`src/rtl/fix_pkg.sv`:
```
// Shared FIX session-layer definitions: verdict codes, MsgType codes and the
// validator FSM encoding.
package fix_pkg;

    typedef enum logic [2:0] {
        VAL_VALID      = 3'b000,
        VAL_SEQ_H      = 3'b001,
        VAL_GARBLED    = 3'b010,
        VAL_SEQ_L      = 3'b011,
        VAL_DUP_IGNORE = 3'b100
    } validity_e;

    typedef enum logic [1:0] {
        ST_IDLE   = 2'd0,
        ST_LOOKUP = 2'd1,
        ST_DECIDE = 2'd2
    } state_e;

    // Decoded MsgType codes produced by the upstream header parser.
    localparam logic [3:0] MT_HEARTBEAT      = 4'd0;
    localparam logic [3:0] MT_TEST_REQUEST   = 4'd1;
    localparam logic [3:0] MT_RESEND_REQUEST = 4'd2;
    localparam logic [3:0] MT_REJECT         = 4'd3;
    localparam logic [3:0] MT_SEQUENCE_RESET = 4'd4;
    localparam logic [3:0] MT_LOGOUT         = 4'd5;
    localparam logic [3:0] MT_LOGON          = 4'd6;
    localparam logic [3:0] MT_EXEC_REPORT    = 4'd7;
    localparam logic [3:0] MT_NEW_ORDER      = 4'd8;
    localparam logic [3:0] MT_OTHER          = 4'd15;

endpackage

```
`src/rtl/seq_counter_bank.sv`:
```
// Per-session expected-MsgSeqNum registers: one read port, one increment port
// and one set port; set wins when both target the same session.
module seq_counter_bank #(
    parameter int NUM_SESSION = 3,
    parameter int SES_W       = 2,
    parameter int SEQW        = 32
) (
    input  logic             clk,
    input  logic             rst,
    input  logic [SES_W-1:0] rd_session_i,
    output logic [SEQW-1:0]  rd_data_o,
    input  logic             inc_en_i,
    input  logic [SES_W-1:0] inc_session_i,
    input  logic [SEQW-1:0]  inc_value_i,
    input  logic             set_en_i,
    input  logic [SES_W-1:0] set_session_i,
    input  logic [SEQW-1:0]  set_value_i
);

    logic [SEQW-1:0] cnt_q [NUM_SESSION];

    // Out-of-range sessions read as zero; their messages are judged garbled.
    always_comb begin
        rd_data_o = '0;
        for (int i = 0; i < NUM_SESSION; i++) begin
            if (int'(rd_session_i) == i) rd_data_o = cnt_q[i];
        end
    end

    always_ff @(posedge clk) begin
        if (rst) begin
            for (int i = 0; i < NUM_SESSION; i++) cnt_q[i] <= SEQW'(1);
        end else begin
            for (int i = 0; i < NUM_SESSION; i++) begin
                if (set_en_i && int'(set_session_i) == i) begin
                    cnt_q[i] <= set_value_i;
                end else if (inc_en_i && int'(inc_session_i) == i) begin
                    cnt_q[i] <= inc_value_i;
                end
            end
        end
    end

endmodule

```
`src/rtl/seq_validator.sv`:
```
// FIX inbound MsgSeqNum validator: accepts one parsed header per three cycles
// and emits a verdict against the per-session expected sequence number.
module seq_validator
    import fix_pkg::*;
#(
    parameter int NUM_SESSION = 3,
    parameter int SES_W       = 2,
    parameter int SEQW        = 32
) (
    input  logic             clk,
    input  logic             rst,
    input  logic             msg_valid_i,
    output logic             msg_ready_o,
    input  logic [SES_W-1:0] session_i,
    input  logic [SEQW-1:0]  msg_seq_i,
    input  logic [3:0]       msg_type_i,
    input  logic             checksum_ok_i,
    input  logic             body_len_ok_i,
    input  logic             poss_dup_i,
    input  logic             seq_set_i,
    input  logic [SES_W-1:0] seq_set_session_i,
    input  logic [SEQW-1:0]  seq_set_value_i,
    output logic             new_message_o,
    output logic [2:0]       validity_o,
    output logic [3:0]       message_type_o,
    output logic [SES_W-1:0] session_o,
    output logic [SEQW-1:0]  expected_seq_o,
    output logic [SEQW-1:0]  received_seq_o
);

    state_e           state_q, state_d;
    logic [SES_W-1:0] ses_q;
    logic [SEQW-1:0]  seq_q, exp_q, exp_d, rd_data, inc_value;
    logic [3:0]       type_q;
    logic             ck_q, bl_q, dup_q, accept, inc_en;
    validity_e        verdict;

    logic             new_msg_q;
    logic [2:0]       validity_q;
    logic [3:0]       mtype_q;
    logic [SES_W-1:0] ses_out_q;
    logic [SEQW-1:0]  exp_out_q, recv_out_q;

    // Handshake: a header transfers on a rising edge where msg_valid_i and
    // msg_ready_o are both high; ready is high only in IDLE outside reset.
    assign msg_ready_o = (state_q == ST_IDLE) && !rst;
    assign accept      = msg_valid_i && msg_ready_o;

    always_ff @(posedge clk) begin
        if (rst) state_q <= ST_IDLE;
        else     state_q <= state_d;
    end

    always_comb begin
        state_d = state_q;
        case (state_q)
            ST_IDLE:   if (accept) state_d = ST_LOOKUP;
            ST_LOOKUP: state_d = ST_DECIDE;
            ST_DECIDE: state_d = ST_IDLE;
            default:   state_d = ST_IDLE;
        endcase
    end

    always_ff @(posedge clk) begin
        if (rst) begin
            ses_q  <= '0;
            seq_q  <= '0;
            type_q <= '0;
            ck_q   <= 1'b0;
            bl_q   <= 1'b0;
            dup_q  <= 1'b0;
        end else if (accept) begin
            ses_q  <= session_i;
            seq_q  <= msg_seq_i;
            type_q <= msg_type_i;
            ck_q   <= checksum_ok_i;
            bl_q   <= body_len_ok_i;
            dup_q  <= poss_dup_i;
        end
    end

    seq_counter_bank #(
        .NUM_SESSION(NUM_SESSION),
        .SES_W      (SES_W),
        .SEQW       (SEQW)
    ) u_bank (
        .clk          (clk),
        .rst          (rst),
        .rd_session_i (ses_q),
        .rd_data_o    (rd_data),
        .inc_en_i     (inc_en),
        .inc_session_i(ses_q),
        .inc_value_i  (inc_value),
        .set_en_i     (seq_set_i),
        .set_session_i(seq_set_session_i),
        .set_value_i  (seq_set_value_i)
    );

    // A set landing on the same edge as the lookup must be seen by DECIDE.
    assign exp_d = (seq_set_i && seq_set_session_i == ses_q) ? seq_set_value_i : rd_data;

    always_ff @(posedge clk) begin
        if (rst)                        exp_q <= '0;
        else if (state_q == ST_LOOKUP)  exp_q <= exp_d;
    end

    // MsgSeqNum 0 is never legal, so the counter wraps from all-ones to 1.
    assign inc_value = (exp_q == '1) ? SEQW'(1) : exp_q + SEQW'(1);

    always_comb begin
        verdict = VAL_VALID;
        inc_en  = 1'b0;
        if (!ck_q || !bl_q || int'(ses_q) >= NUM_SESSION) begin
            verdict = VAL_GARBLED;
        end else if (seq_q == exp_q) begin
            verdict = VAL_VALID;
            inc_en  = (state_q == ST_DECIDE);
        end else if (seq_q > exp_q) begin
            verdict = VAL_SEQ_H;
        end else if (dup_q) begin
            verdict = VAL_DUP_IGNORE;
        end else begin
            verdict = VAL_SEQ_L;
        end
    end

    always_ff @(posedge clk) begin
        if (rst) begin
            new_msg_q  <= 1'b0;
            validity_q <= '0;
            mtype_q    <= '0;
            ses_out_q  <= '0;
            exp_out_q  <= '0;
            recv_out_q <= '0;
        end else begin
            new_msg_q <= (state_q == ST_DECIDE);
            if (state_q == ST_DECIDE) begin
                validity_q <= verdict;
                mtype_q    <= type_q;
                ses_out_q  <= ses_q;
                exp_out_q  <= exp_q;
                recv_out_q <= seq_q;
            end
        end
    end

    assign new_message_o  = new_msg_q;
    assign validity_o     = validity_q;
    assign message_type_o = mtype_q;
    assign session_o      = ses_out_q;
    assign expected_seq_o = exp_out_q;
    assign received_seq_o = recv_out_q;

endmodule
```
`config.mk`:
```
export PLATFORM = sky130hd
export DESIGN_NAME = seq_validator
export DESIGN_NICKNAME = d
export VERILOG_FILES = /design/src/rtl/fix_pkg.sv /design/src/rtl/seq_counter_bank.sv /design/src/rtl/seq_validator.sv
export SDC_FILE = /design/constraint.sdc
export NUM_CORES = 1
export LEC_CHECK = 0
export BUFFER_PORTS_ARGS = -buffer_cell sky130_fd_sc_hd__buf_4
export CORE_AREA = 2 2 186 188
export DETAILED_ROUTE_END_ITERATION = 8
export DIE_AREA = 0 0 188 190
export PLACE_DENSITY = 0.6
export SLEW_MARGIN = 15
export SYNTH_ARGS = -nofsm -noshare
export SYNTH_HDL_FRONTEND = slang
export SYNTH_SLANG_ARGS = --single-unit
```
`constraint.sdc`:
```
create_clock -name clk -period 3.1 [get_ports clk]
set_input_delay 0.31 -clock clk [delete_from_list [all_inputs] [get_ports clk]]
set_output_delay 0.31 -clock clk [all_outputs]
set_load 0.01 [all_outputs]
```
; ---- Yosys cells after proc, flatten, opt, wreduce, memory -nomap -nowiden
; Memories as Yosys holds them, arrays and structs flattened.
; Cells that the tools add are included.
[word_totals]
reg_bits = 149
latch_bits = 0
mem_bits_rw = 96
rom_bits = 0
output_inout_bits = 75
memories = 1
[memory_table]
columns = memory, words, word_bits, read_ports, rd_ports_with_merged_regs, write_ports, line_no
row1 = u_bank.cnt_q, 3, 32, 3, 0, 3, seq_counter_bank.sv:20  ; logic [SEQW-1:0] cnt_q [NUM_SESSION];
[op_classes]
add_sub_neg = 1
n_mul = 0
div = 0
magnitude_cmp = 2
eq_ne = 10
n_shift = 0
muxes = 42
bitwise = 6
n_reduce_logical = 17
[op_table]
columns = operator, n
row1 = $mux W32, 11
row2 = $add A32 B1 Y32 const B, 1
row3 = $eq A32 B32 Y1, 1
row4 = $eq A32 B32 Y1 const B, 1
row5 = $gt A32 B32 Y1, 1
row6 = $mux W1, 25
row7 = $mux W3, 4
row8 = $eq A2 B2 Y1 const B, 5
row9 = $logic_and A1 B1 Y1, 9
row10 = $logic_not A2 Y1, 3
row11 = $or A1 B1 Y1, 6
row12 = $pmux W2 S2, 1
row13 = $logic_not A1 Y1, 3
row14 = $eq A2 B1 Y1 const B, 1
row15 = $eq A2 B2 Y1, 1
row16 = $ge A2 B2 Y1 const B, 1
row17 = $logic_or A1 B1 Y1, 2
row18 = $mux W2, 1
row19 = $ne A2 B2 Y1 const B, 1

; ---- Depth between registers and ports, before layout
; Gate-level depths: netlist of the first run.
[logic_depth]
ltp_word = 10
ltp_mapped = 12
depth_no_buf = 8

; ---- By module
; From an unflattened synthesis of the first run, not the netlist that was laid out.
[unflattened]
cells_unflattened = 1363
hier_area_um2 = 12080.3
[modules_own_cells]
columns = mod, instances, cells_each, area_per_inst_um2
row1 = seq_validator, 1, 875, 6906.6
row2 = seq_counter_bank, 1, 488, 5173.7

; ---- Worst setup path after synthesis of the first run
; OpenSTA, ideal clock, no wires.
[synth_path]
path_type = register to register
start = register exp_q[14]
end = memory u_bank.cnt_q[2][0] (enable)
setup_time_ps = 394
arrival_ps = 2965
path_slack_ps = -259
stages_incl_launch_ff = 11
n_path_buf = 3
period_less_slack_ps = 3359
path_cell_list = dfxtp_1 > inv_1 > ha_1 > nand4_1 > nor4_1 > nand2_1 > or3_1 > clkbuf_1 > clkbuf_1 > buf_2 > nand3_1
[synth_lines]
columns = item, line_no
row1 = from (decl), seq_validator.sv:33  ; logic [SEQW-1:0] seq_q, exp_q, exp_d, rd_data, inc_value;
row2 = from (signal assigned), seq_validator.sv:104  ; else if (state_q == ST_LOOKUP) exp_q <= exp_d;
row3 = to (decl), seq_counter_bank.sv:20

==> results, run 1 <==
- The flow ran to the end, and the final reports show no timing, DRC or antenna violations.
- In this design, the stage delay of the slowest critical-path cell is 0.55 ns.
- The share of total power dissipated in combinational logic is 0.114.
- The die covers 0.0357 mm^2.
- For this run, the total global-route usage over all layers was measured as 0.202.
- The post-detailed-placement half-perimeter wirelength is 25.9 mm.
- The first global-routing pass estimated between 50 and 60 mm of wire.
- For this design, the slowest cell found on the critical path is nor4_1.
- The number of routed nets with antenna violations is 0.
- The worst-skew pair later-pin latency is roughly 0.54 ns.
- The aggregate global routing overflow is 0.
- The die extent in x is about 190 um.
- The number of nets in the synthesized netlist is approximately 1.4k.
- The number of ports placed on the die boundary is ~150.
- The detailed router finished its first iteration with around 860 violations.
- The via-per-instance ratio is between 5 and 6.
- VDD sags by at most 0.309 mV.
- The post-route setup TNS is 0 ns.
- In this run the worst hold path is classified as input port to register.
- In this run the deepest clock path goes through 3 buffers.
- The root buffer cell is clkbuf_16.
- The leakage power is 5.12 nW.
- The worst-margin pin slew is 1.02 ns.
- The row count is 68.
- The register area share after synthesis is 0.502.
- Dividing total power by cell area gives a power density of ~520 mW/mm^2.
- The standard cell core area is approximately 0.034 mm^2.
- The count of flip-flops with a built-in enable after synthesis is 96.
- The number of warning messages in the yosys log is 0.
- For this configuration, the core starts out at a cell density of 0.344.
- In this run the tightest slew margin relative to its limit is 0.317.
- Entering global routing, the biggest net connects 87 pins.
- The required arrival time at the worst endpoint is ~3.3 ns.
- The switching component of the power is ~1.9 mW.
- The placer congestion estimate is 0.884.
- The fmax is ~0.33 GHz.
- The kind of cell with the highest combined delay on the critical path is simple AND/OR/NAND/NOR gates.
- The signal arrival time at the worst endpoint is approximately 3.2 ns.
- The sequential share of power is 0.474.
- The total power consumption of the routed design is 7.55 mW.
- Setup repair after global routing left no endpoint under its margin.
- Summing over every cut layer, the via total after detailed routing is ~10k.
- In the synthesized netlist the async set-or-reset flop fraction comes to 0.
- The vertical die dimension is 190 um.
- The critical path goes through inv_1 > ha_1 > nand4_1 > nor4_1 > nand2_1 > or3_1 > buf_4 > nand3_2 > buf_4.
- The TritonCTS sink count is about 250.
- During placement, the flow inserted port buffers numbering ~150.
- CTS built an H-tree with a depth of 1.
- The switching power share of the total is 0.252.
- In the final layout, the share of cells above drive strength 1 is 0.187.
- After layout, the minimum clock period comes to roughly 3 ns.
- Post-CTS repair changed the size of 0 cells.
- The area growth from synthesis to layout is 23.2%.
- The average wire per cell in the routed design is roughly 19 um.
- The count of pins over their slew limit was 0.
- The worst setup path is of the register to register kind.
- The initial antenna violation count is 1.
- The average instance in the mapped netlist occupies around 8.9 um^2.
- The number of buffers and inverters on the critical path is 3.
- The count of endpoints failing hold in the final timing report is 0.
- Across the run, the number of max-cap violations was 0.
- The clock tree from TritonCTS is done.
- The netlist area before placement is about 0.012 mm^2.
- The kind of end point of the critical path is a register.
- The synthesized flop and latch total is 245.
- Setup violations remaining at the end of the flow were counted as 0.
- The kind of start point of the critical path is a register.
- The count of unique library cells instantiated by Yosys is 55.
- The number of setup buffers added after CTS is 0.
- The final net count is about 1.6k.
- The count of TritonRoute iterations in the first routing pass is 5.
- The final layout contains routed wiring with a total length of approximately 37 mm.
- Internal power comes to approximately 5.6 mW.
- Buffers inserted to repair hold after CTS numbered 1.
- Clock-pin slew was measured on the worst setup and hold paths at about 0.060 ns.
- In this run the worst path has a maximum fanout of 13.
- The share of total power dissipated in the clock network is 0.412.
- In the synthesized netlist the dominant register cell turns out to be dfxtp_1.
- For the final database, setup skew stands at about 0.027 ns.
- The final hold slack is 0.0159 ns.
- Of the available clock period, the critical path in the final layout requires 0.969.
- After detailed routing, the number of remaining DRC violations is 0.
- The number of global-route vias before repair is 9675.
- In the synthesized netlist, the number of instances is roughly 1.3k.
- The number of clock buffers added by TritonCTS is 26.
- Counting stages on the worst path, the most repeated cell is buf_4.
==> layout by cell type (no fill, tap or decap), types with 30 or more instances in the layout <==
cell       Yosys  final
nand3_1       32     30
inv_1         35     35
xnor2_1       30     30
a21oi_1      166    166
buf_4          0    200
ha_1          33     33
nand2_1      362    362
mux2i_1       32     32
clkbuf_16      0     30
o211ai_1      65     65
o21ai_0       44     44
dfxtp_1      149    148
edfxtp_1      96     96
==> cell type report <==
class	count	area, um^2
multi-input cells	939	5320
fillers	3340	19500
inverters	36	135
diodes	1	2.50
well taps	455	569
clock inverters	9	48.8
flip-flops and latches	245	5870
repair buffers	208	1650
clock buffers	38	813
==> power groups by stage <==
stage               Sequential, mW  Combinational, mW  Clock (mW)
floorplan                     3.63              0.496           0
global placement              3.64              0.841           0
detailed placement            3.65              0.851           0
CTS                           3.58              0.857        3.18
global route                  3.59              0.940        3.31
finish                        3.58              0.860        3.12
==> cells by family after synthesis <==
logic type                 synth area share
muxes                                0.0274
adders and majority gates            0.0353
DFF                                   0.502
AOI/OAI and AO/OA                     0.178
buffers and inverters                0.0471
and+or+nand+nor                       0.188
xor gates and xnor gates             0.0225
==> state kept, by name, indices dropped and copies added, names as in the netlist <==
register        flops
ck_q                1
seq_q              32
exp_q              32
expected_seq_o     32
session_o           2
received_seq_o     32
new_message_o       1
dup_q               1
state_q             2
ses_q               2
bl_q                1
type_q              4
u_bank.cnt_q       96
message_type_o      4
validity_o          3
==> worst min-delay path, delay by kind of cell <==
family                 cells  cell delay, ns
and+or+nand+nor            1            0.04
AOI/OAI and AO/OA          1            0.05
buffers and inverters      1            0.11
==> stage by stage <==
step / utilization / cells / instance area [um^2] / setup WS [ns]
CTS: 0.424 / 1930 / 14400 / 0.162
finish: 0.424 / 1931 / 14400 / 0.0962
global placement: 0.399 / 1882 / 13500 / 0.241
global route: 0.424 / 1930 / 14400 / 0.00440
floorplan: - / 1316 / 11700 / 0.0684
detailed placement: 0.399 / 1882 / 13500 / 0.171
==> path summary, 6_finish.rpt <==
kind | from | end | slack (ns) | cells after the start
setup / recovery | exp_q[27] | u_bank.cnt_q[2][25] | 0.1 | 9
hold / removal | msg_seq_i[4] | seq_q[4] | 0.02 | 3
setup reg to reg | exp_q[27] | u_bank.cnt_q[2][25] | 0.1 | 9
hold reg to reg | type_q[3] | message_type_o[3] | 0.45 | 2
==> synth_stat cells (5+ instances only) <==
cell / instances / area, um^2
a21oi_1: 166 / 831
o211ai_1: 65 / 488
clkbuf_1: 71 / 267
xnor2_1: 30 / 263
nor3_1: 8 / 40.0
nand2_2: 8 / 50.1
buf_2: 10 / 50.1
o21ai_1: 8 / 40.0
inv_1: 35 / 131
edfxtp_1: 96 / 2880
mux2i_1: 32 / 320
and4_1: 5 / 43.8
nor4_1: 12 / 75.1
o2bb2ai_1: 24 / 210
dfxtp_1: 149 / 2980
or3_1: 7 / 43.8
nand2_1: 362 / 1360
a211oi_1: 10 / 75.1
nand4_1: 22 / 138
nor2_1: 22 / 82.6
o21ai_0: 44 / 220
buf_1: 9 / 33.8
ha_1: 33 / 413
nand3_1: 32 / 160
==> layer usage <==
metal	vias to the layer above	part of all wire	track usage
met2	363	0.43	0.307
li1	4929	-	-
met1	4847	0.47	0.296
met5	-	0	0
met3	37	0.085	0.0433
met4	0	0.014	0.0366
(Power assumes the default switching activity.)
==> inputs of run 2 (changes only) <==
--- a/config.mk
+++ b/config.mk
@@ -5,11 +5,11 @@
 export SDC_FILE = /design/constraint.sdc
 export NUM_CORES = 1
 export LEC_CHECK = 0
-export BUFFER_PORTS_ARGS = -buffer_cell sky130_fd_sc_hd__buf_4
-export CORE_AREA = 2 2 186 188
+export CORE_AREA = 2 2 145 147
 export DETAILED_ROUTE_END_ITERATION = 8
-export DIE_AREA = 0 0 188 190
-export PLACE_DENSITY = 0.6
+export DIE_AREA = 0 0 147 149
+export DONT_BUFFER_PORTS = 1
+export PLACE_DENSITY = 0.82
 export SLEW_MARGIN = 15
 export SYNTH_ARGS = -nofsm -noshare
 export SYNTH_HDL_FRONTEND = slang
==> run 2 against run 1 <==
  * Register-to-register slack gained 0.09 ns
  * Largest power group unchanged
  * Utilization grew 23 points
  * Clock power shrank 6.7%
  * Largest cell class unchanged
  * Wire length shrank 6.8%
  * Die area shrank 39%
  * Critical endpoint is now u_bank.cnt_q[2][5]
  * Final cell count shrank 15%
  * Sequential share of layout area grew 2.6 points
  * Critical path type unchanged
  * Sequential power is essentially flat
  * Clock skew shrank 0.016 ns
  * Clock-buffer cell count shrank 5
  * Worst setup slack gained 0.089 ns
==> results, run 2 (same netlist as run 1, synthesis figures left out) <==
- The flow ran to the end, and the final reports show no timing, DRC or antenna violations.
- The count of pins over their slew limit was 0 (unchanged).
- The fraction of layout instances using a drive strength above 1 was 0.0721 (-0.115).
- The quantity of I/O buffers inserted on ports was 0 (-100%).
- The highest fanout seen on the critical path is 25 (+12).
- The number of clock buffers inserted by TritonCTS is 24 (-7.7%).
- The worst reg2reg path endpoint is u_bank.cnt_q[2][5].
- The leakage power is 4.50 nW (-12%).
- Walking the worst path, the cells encountered are inv_1 > ha_1 > nand4_1 > nor4_2 > buf_4 > nand2_1 > or3_1 > and2_1 > buf_4 > o2bb2ai_1.
- The signal arrival time at the worst endpoint is 3.17 ns (-0.05 ns).
- The DRC violation total after the first TritonRoute iteration is 1282 (+50%).
- The number of routed nets with antenna violations is 0 (unchanged).
- The maximum single-stage delay on the critical path is 0.43 ns (-0.12 ns).
- The routed via count is 10.2k (+0.30%).
- The standard cell core area was 0.0206 mm^2 (-39%).
- The kind of cell with the highest combined delay on the critical path is simple AND/OR/NAND/NOR gates.
- The final hold slack is 0.00310 ns (-0.0128 ns).
- The setup skew after layout is 0.0112 ns (-0.0158 ns).
- The row count is 53 (-22%).
- The clock-pin transition on the worst setup and hold timing paths came to 0.06 ns (about the same).
- The total setup violations reported at the end of the flow came to 0 (unchanged).
- The switching component of the power came to 1.81 mW (-5.0%).
- The total inserted antenna cells is 0 (-1).
- The number of max-cap violations is 0 (unchanged).
- The number of buffers on the longest clock path is 3 (unchanged).
- The number of setup buffers added after CTS came to 0 (unchanged).
- The required arrival time at the worst endpoint is 3.35 ns (+0.03 ns).
- The clock group share of total power is 0.399 (-0.013).
- The post-route setup TNS is 0 ns (unchanged).
- The via-per-instance ratio came to 6.19 (+17%).
- The global-route wire length before repair was 53.5 mm (-5.6%).
- The cell area after layout is 0.0135 mm^2 (-6.0%).
- The relative max-transition margin came to 0.375 (+0.0588).
- The placer congestion estimate is 0.908 (+2.7%).
- The most numerous cell on the critical path is buf_4.
- The aggregate global routing overflow is 0 (unchanged).
- The all-layer global routing usage is 0.309 (+0.107).
- The kind of start point of the critical path is a register.
- The register with the most flip-flops is u_bank.cnt_q.
- The combinational cell fraction of total power came to 0.110 (-0.004).
- The count of cells along the worst register-to-register path is 10 (+1).
- The vertical die dimension is 149 um (-22%).
- The worst IR drop on VDD is 0.485 mV (+57%).
- The sequential share of power was 0.492 (+0.018).
- The area growth from synthesis to layout is 15.8%.
- The die extent in x is 147 um (-22%).
- The count of endpoints failing hold in the final timing report is 0 (unchanged).
- The initial antenna violation count is 1 (unchanged).
- The post-detailed-placement half-perimeter wirelength is 21.7 mm (-16%).
- The power density of the placed cells is 539 mW/mm^2 (+2.8%).
- The initial standard-cell utilization of the core is 0.569 (+0.224).
- The class of the worst hold path is input port to register.
- The flip-flop count of the largest register, all copies and words added is 96 (unchanged).
- The internal cell power is 5.49 mW (-2.8%).
- The critical path depth in cells is 10 (+1).
- In the layout the commonest cells are nand2_1 (362), a21oi_1 (166), dfxtp_1 (148).
- The startpoint-to-endpoint class of the critical path is register to register.
- The average wire per cell in the routed design is 20.9 um (+9.1%).
- The placed standard-cell area was 0.0120 mm^2 (-11%).
- The reg2reg setup slack came to 0.19 ns (+0.09 ns).
- The final-layout fill cell count is 1571 (-53%).
- The worst-margin pin slew is 0.935 ns (-0.0879 ns).
- The detailed-route wire length is 34.4 mm (-6.8%).
- The pin count of the biggest net entering global routing is 147 (+69%).
- Setup repair after global routing left no endpoint under its margin.
- The number of ports placed on the die boundary is 154 (unchanged).
- The count of unresolved DRC violations after routing came to 0 (unchanged).
- For this design, the slowest cell found on the critical path is or3_1.
- The leading cell type in the layout, fill and taps excluded is nand2_1.
- The level count of the clock H-tree is 1 (unchanged).
- The final net count is 1468 (-6.4%).
- The number of global-route vias before repair is 9838 (+1.7%).
- The switching power share of the total is 0.248 (-0.00430).
- The count of TritonRoute iterations in the first routing pass was 7 (+2).
- The TritonCTS sink count is 245 (unchanged).
- The part of the cycle the worst path needs was 0.940 (-0.0289).
- The fmax is 0.343 GHz (+3.1%).
- The root buffer cell is clkbuf_16.
- The buffers plus inverters on the worst setup path is 3 (unchanged).
- The startpoint of the worst register-to-register path is exp_q[13].
- TritonCTS built the clock tree.
- The worst-skew pair later-pin latency is 0.53 ns (about the same).
- In this run the worst setup path terminates at u_bank.cnt_q[2][5].
- The most critical setup path has its startpoint at exp_q[13].
- The post-route core utilization was 0.658 (+0.234).
- The kind of end point of the critical path is a register.
- The area of the die is 0.0219 mm^2 (-39%).
- The final critical path time including I/O delays and setup is 2.91 ns (-0.0895 ns).
[run 2: changes by cell type in the layout (fill, tap and decap cells not counted), moves of 2 or more]
cell and delta:
buf_4 -167, dlygate4sd3_1 +71, clkinv_2 -6, clkinv_1 +5, buf_12 -3, clkbuf_16 -3, clkbuf_1 +2, clkbuf_2 -2
clkbuf_8 -2, nor4_1 -2, nor4_2 +2
[run 2: power by group through the flow]
stage / clock network [mW] / logic, mW / registers [mW]
after global placement: 0 / 0.631 / 3.65
after detailed placement: 0 / 0.653 / 3.66
after CTS: 2.91 / 0.772 / 3.59
after floorplan: 0 / 0.496 / 3.63
after global routing: 3.04 / 0.872 / 3.60
final: 2.91 / 0.799 / 3.59
[run 2: area by class of cell]
cell class                 count  area [um^2]  share of cell area
timing repair buffer         110         1080              0.0795
tap                          275          344              0.0254
clock inverter                11         80.1             0.00592
clock buffer                  33          708              0.0523
inverter                      36          135             0.00999
sequential                   245         5870               0.434
multi-input combinational    939         5320               0.393
[run 2: timing repair]
| action | CTS | global route |
|---|---|---|
| setup endpoints to repair | 0 | 17 |
| gates resized for setup | 0 | 3 |
| endpoints found under the hold margin | 196 | 0 |
| hold buffers | 73 | 0 |
[run 2: per-stage QoR]
| stage | worst slack, ns | cells | power (mW) |
|---|---|---|---|
| 2_1_floorplan | 0.0684 | 1316 | 4.12 |
| 3_3_place_gp | 0.253 | 1532 | 4.28 |
| 3_5_place_dp | 0.181 | 1532 | 4.31 |
| 4_1_cts | 0.171 | 1649 | 7.27 |
| 5_1_grt | 0.0669 | 1649 | 7.51 |
| 6_report | 0.186 | 1649 | 7.30 |
[run 2: worst min-delay path by stage]
stage	start	to	slack, ns	depth (start not counted)
detailed placement	rst	received_seq_o[29]	0.39	1
global route	seq_set_value_i[27]	u_bank.cnt_q[2][27]	0.0008	1
floorplan	type_q[0]	message_type_o[0]	0.43	2
global placement	rst	received_seq_o[20]	0.39	1
finish	seq_set_value_i[18]	u_bank.cnt_q[1][18]	0.003	2
CTS	seq_set_value_i[19]	u_bank.cnt_q[0][19]	0.00008	2
[run 2: metal layers]
metal,track usage,up-vias,part of all wire
met5,0,-,0.00032
met4,0.103,2,0.038
met3,0.0783,101,0.11
met2,0.488,617,0.45
met1,0.419,4761,0.40
li1,-,4726,-
==> inputs of run 3 (changes only) <==
--- a/config.mk
+++ b/config.mk
@@ -5,11 +5,12 @@
 export SDC_FILE = /design/constraint.sdc
 export NUM_CORES = 1
 export LEC_CHECK = 0
-export CORE_AREA = 2 2 145 147
+export CORE_AREA = 2 2 201 203
+export CTS_CLUSTER_DIAMETER = 80
 export DETAILED_ROUTE_END_ITERATION = 8
-export DIE_AREA = 0 0 147 149
+export DIE_AREA = 0 0 203 205
 export DONT_BUFFER_PORTS = 1
-export PLACE_DENSITY = 0.82
+export PLACE_DENSITY = 0.51
 export SLEW_MARGIN = 15
 export SYNTH_ARGS = -nofsm -noshare
 export SYNTH_HDL_FRONTEND = slang
==> constraint.sdc (replaced) <==
create_clock -name clk -period 3.1 [get_ports clk]
set_input_delay 0.155 -clock clk [delete_from_list [all_inputs] [get_ports clk]]
set_output_delay 0.155 -clock clk [all_outputs]
set_load 0.01 [all_outputs]
==> run 3 against run 2 <==
  * Critical path depth unchanged
  * First-iteration DRC count down 36%
  * Fmax increased by 1.5%
  * Clock-buffer cell count grew 6
  * Register-to-register slack improved by 0.04 ns
  * Power grew 5.6%
  * Via count decreased by 4.0%
  * Global-route usage decreased by 12 points
  * Sequential power hardly changed
  * Final cell count is 16% higher
  * Wire length rose by 13%
  * Highest routed layer is now met4
==> results, run 3 (same netlist as run 1, synthesis figures left out) <==
- The average wire per cell in the routed design came to 20.3 um (-2.7%).
- The detailed-route wire length came to 38.9 mm (+13%).
- The all-layer global routing usage is 0.187 (-0.122).
- Walking the worst path, the cells encountered are inv_1 > ha_1 > nand4_1 > nor4_1 > buf_4 > nand2_1 > or3_1 > and2_1 > buf_12 > o2bb2ai_1.
- The quantity of I/O buffers inserted on ports is 0 (unchanged).
- The signal arrival time at the worst endpoint is 3.15 ns (-0.02 ns).
- The number of clock buffers inserted by TritonCTS was 27 (+13%).
- The count of unresolved DRC violations after routing came to 0 (unchanged).
- The number of ports placed on the die boundary is 154 (unchanged).
- The setup skew after layout is 0.0150 ns (+0.00380 ns).
- The count of TritonRoute iterations in the first routing pass is 6 (-1).
- The number of global-route vias before repair is 9665 (-1.8%).
- Setup repair after global routing left no endpoint under its margin.
- The total inserted antenna cells is 0 (unchanged).
- The startpoint of the tightest hold check path is seq_set_value_i[22].
- The final-layout fill cell count came to 4007 (+160%).
- The kind of start point of the critical path is a register.
- The initial standard-cell utilization of the core is 0.297 (-0.272).
- The initial antenna violation count came to 0 (-1).
- The run finished with clean final reports.
- The register with the most flip-flops is u_bank.cnt_q.
- The number of setup buffers added after CTS is 0 (unchanged).
- The row count is 73 (+38%).
- The vertical die dimension came to 205 um (+38%).
- The maximum single-stage delay on the critical path is 0.44 ns (about the same).
- The number of buffers on the longest clock path is 3 (unchanged).
- The final critical path time including I/O delays and setup is 2.87 ns (-0.0426 ns).
- The count of endpoints failing hold in the final timing report is 0 (unchanged).
- The part of the cycle the worst path needs came to 0.926 (-0.0137).
- The pin count of the biggest net entering global routing came to 148 (+0.68%).
- The via-per-instance ratio came to 5.11 (-17%).
- The TritonCTS sink count was 245 (unchanged).
- The met3 track demand over resource is 0.0401 (-0.0382).
- The DRC violation total after the first TritonRoute iteration is 823 (-36%).
- The area of the multi-input gates is 0.00530 mm^2 (-0.35%).
- The register area is 0.00587 mm^2 (unchanged).
- The standard cell core area is 0.0394 mm^2 (+91%).
- The worst IR drop on VDD is 0.361 mV (-26%).
- Tracing the worst setup path back leads to its startpoint at exp_q[13].
- Leaving out fill and tap cells, the most frequent cells in the layout are nand2_1 (362), a21oi_1 (166), dfxtp_1 (148).
- The clock tree from TritonCTS is done.
- The met2 global-route usage is 0.283 (-0.204).
- The number of routed nets with antenna violations is 0 (unchanged).
- The met1 track demand over resource is 0.270 (-0.149).
- The leakage power came to 4.64 nW (+3.1%).
- The post-detailed-placement half-perimeter wirelength is 26.3 mm (+21%).
- The fraction of layout instances using a drive strength above 1 was 0.0826 (+0.0105).
- The kind of cell with the highest combined delay on the critical path is simple AND/OR/NAND/NOR gates.
- The startpoint of the worst register-to-register path is exp_q[13].
- The worst setup path is captured at a register.
- The cell area after layout is 0.0141 mm^2 (+4.3%).
- Leaving out fill and tap cells, the most frequent cell in the layout is nand2_1.
- The routed via count is 9796 (-4.0%).
- The area growth from synthesis to layout is 20.7%.
- The post-route setup TNS came to 0 ns (unchanged).
- The number of max-cap violations is 0 (unchanged).
- The clock-pin transition on the worst setup and hold timing paths is 0.06 ns (about the same).
- The final net count was 1486 (+1.2%).
- The fmax is 0.348 GHz (+1.5%).
- The level count of the clock H-tree came to 1 (unchanged).
- The required arrival time at the worst endpoint is 3.38 ns (+0.03 ns).
- The cell with the largest stage delay on the worst path is dfxtp_1.
- The die extent in x is 203 um (+38%).
- The area of the die was 0.0416 mm^2 (+90%).
- The startpoint-to-endpoint class of the critical path is register to register.
- The global routing stage identified its most utilized layer as met2.
- In this run the worst hold path is classified as input port to register.
- The global-route wire length before repair is 59.7 mm (+12%).
- The relative max-transition margin is 0.357 (-0.0184).
- The aggregate global routing overflow is 0 (unchanged).
- The worst-skew pair later-pin latency came to 0.55 ns (+0.02 ns).
- The placer congestion estimate came to 0.844 (-7.0%).
- The power density of the placed cells is 546 mW/mm^2 (+1.3%).
- The placed standard-cell area is 0.0124 mm^2 (+3.6%).
- The cell sitting at the root of the clock tree is a clkbuf_16.
- The worst-margin pin slew is 0.965 ns (+0.0296 ns).
- The highest fanout seen on the critical path was 25 (unchanged).
- The flip-flop count of the largest register, all copies and words added is 96 (unchanged).
- The buffers plus inverters on the worst setup path came to 3 (unchanged).
- The count of pins over their slew limit is 0 (unchanged).
- The total setup violations reported at the end of the flow is 0 (unchanged).
-- run 3: changes by cell type in the layout (fill, tap and decap cells not counted), moves of 3 or more --
cell	delta
clkinv_2	+3
clkbuf_8	+5
dlygate4sd3_1	+5
buf_4	+6
buf_12	+4
clkinv_1	-3
-- run 3: layout make-up --
class                      instances  share of cell area
timing repair buffer             125              0.0887
sequential                       245               0.416
clock buffer                      39              0.0583
inverter                          36             0.00958
multi-input combinational        939               0.376
clock inverter                     9             0.00514
tap                              525              0.0466
-- run 3: worst register-to-register path, cell delays in order, from the launching register on --
cell	delay (ns)
dfxtp_1	0.44
inv_1	0.09
ha_1	0.30
nand4_1	0.19
nor4_1	0.38
buf_4	0.19
nand2_1	0.05
or3_1	0.40
and2_1	0.22
buf_12	0.17
o2bb2ai_1	0.15
-- run 3: what timing repair did --
action / in CTS / in global routing
hold endpoints to repair: 244 / 0
gates resized for setup: 0 / 0
hold buffers: 78 / 0
-- run 3: worst paths after layout --
kind,to,slack (ns),cells after the start
min reg2reg,message_type_o[3],0.45,2
min,exp_q[22],0.03,2
max reg2reg,u_bank.cnt_q[2][24],0.23,10
max,u_bank.cnt_q[2][24],0.23,10
-- run 3: power by group --
group / switching (mW) / internal [mW] / leakage [nW]
Combinational: 0.519 / 0.329 / 1.99
Clock: 1.36 / 1.92 / 0.447
Sequential: 0.0891 / 3.50 / 2.20
Total: 1.97 / 5.74 / 4.64
-- run 3: through the flow --
stage / utilization / hold WS [ns] / cells / power [mW] / setup WS [ns]
final: 0.358 / 0.0293 / 1918 / 7.71 / 0.228
after global routing: 0.358 / 0.0552 / 1918 / 8.00 / 0.0482
after CTS: 0.358 / 0.0201 / 1918 / 7.79 / 0.231
after detailed placement: 0.315 / 0.238 / 1792 / 4.37 / 0.252
after global placement: 0.315 / 0.236 / 1792 / 4.35 / 0.293
after floorplan: - / 0.291 / 1316 / 4.12 / 0.0684
-- run 3: routing by layer --
metal	share of wire	wire length, um
met5	0	0
met4	0.017	669
met3	0.071	2760
met2	0.43	16900
met1	0.48	18600
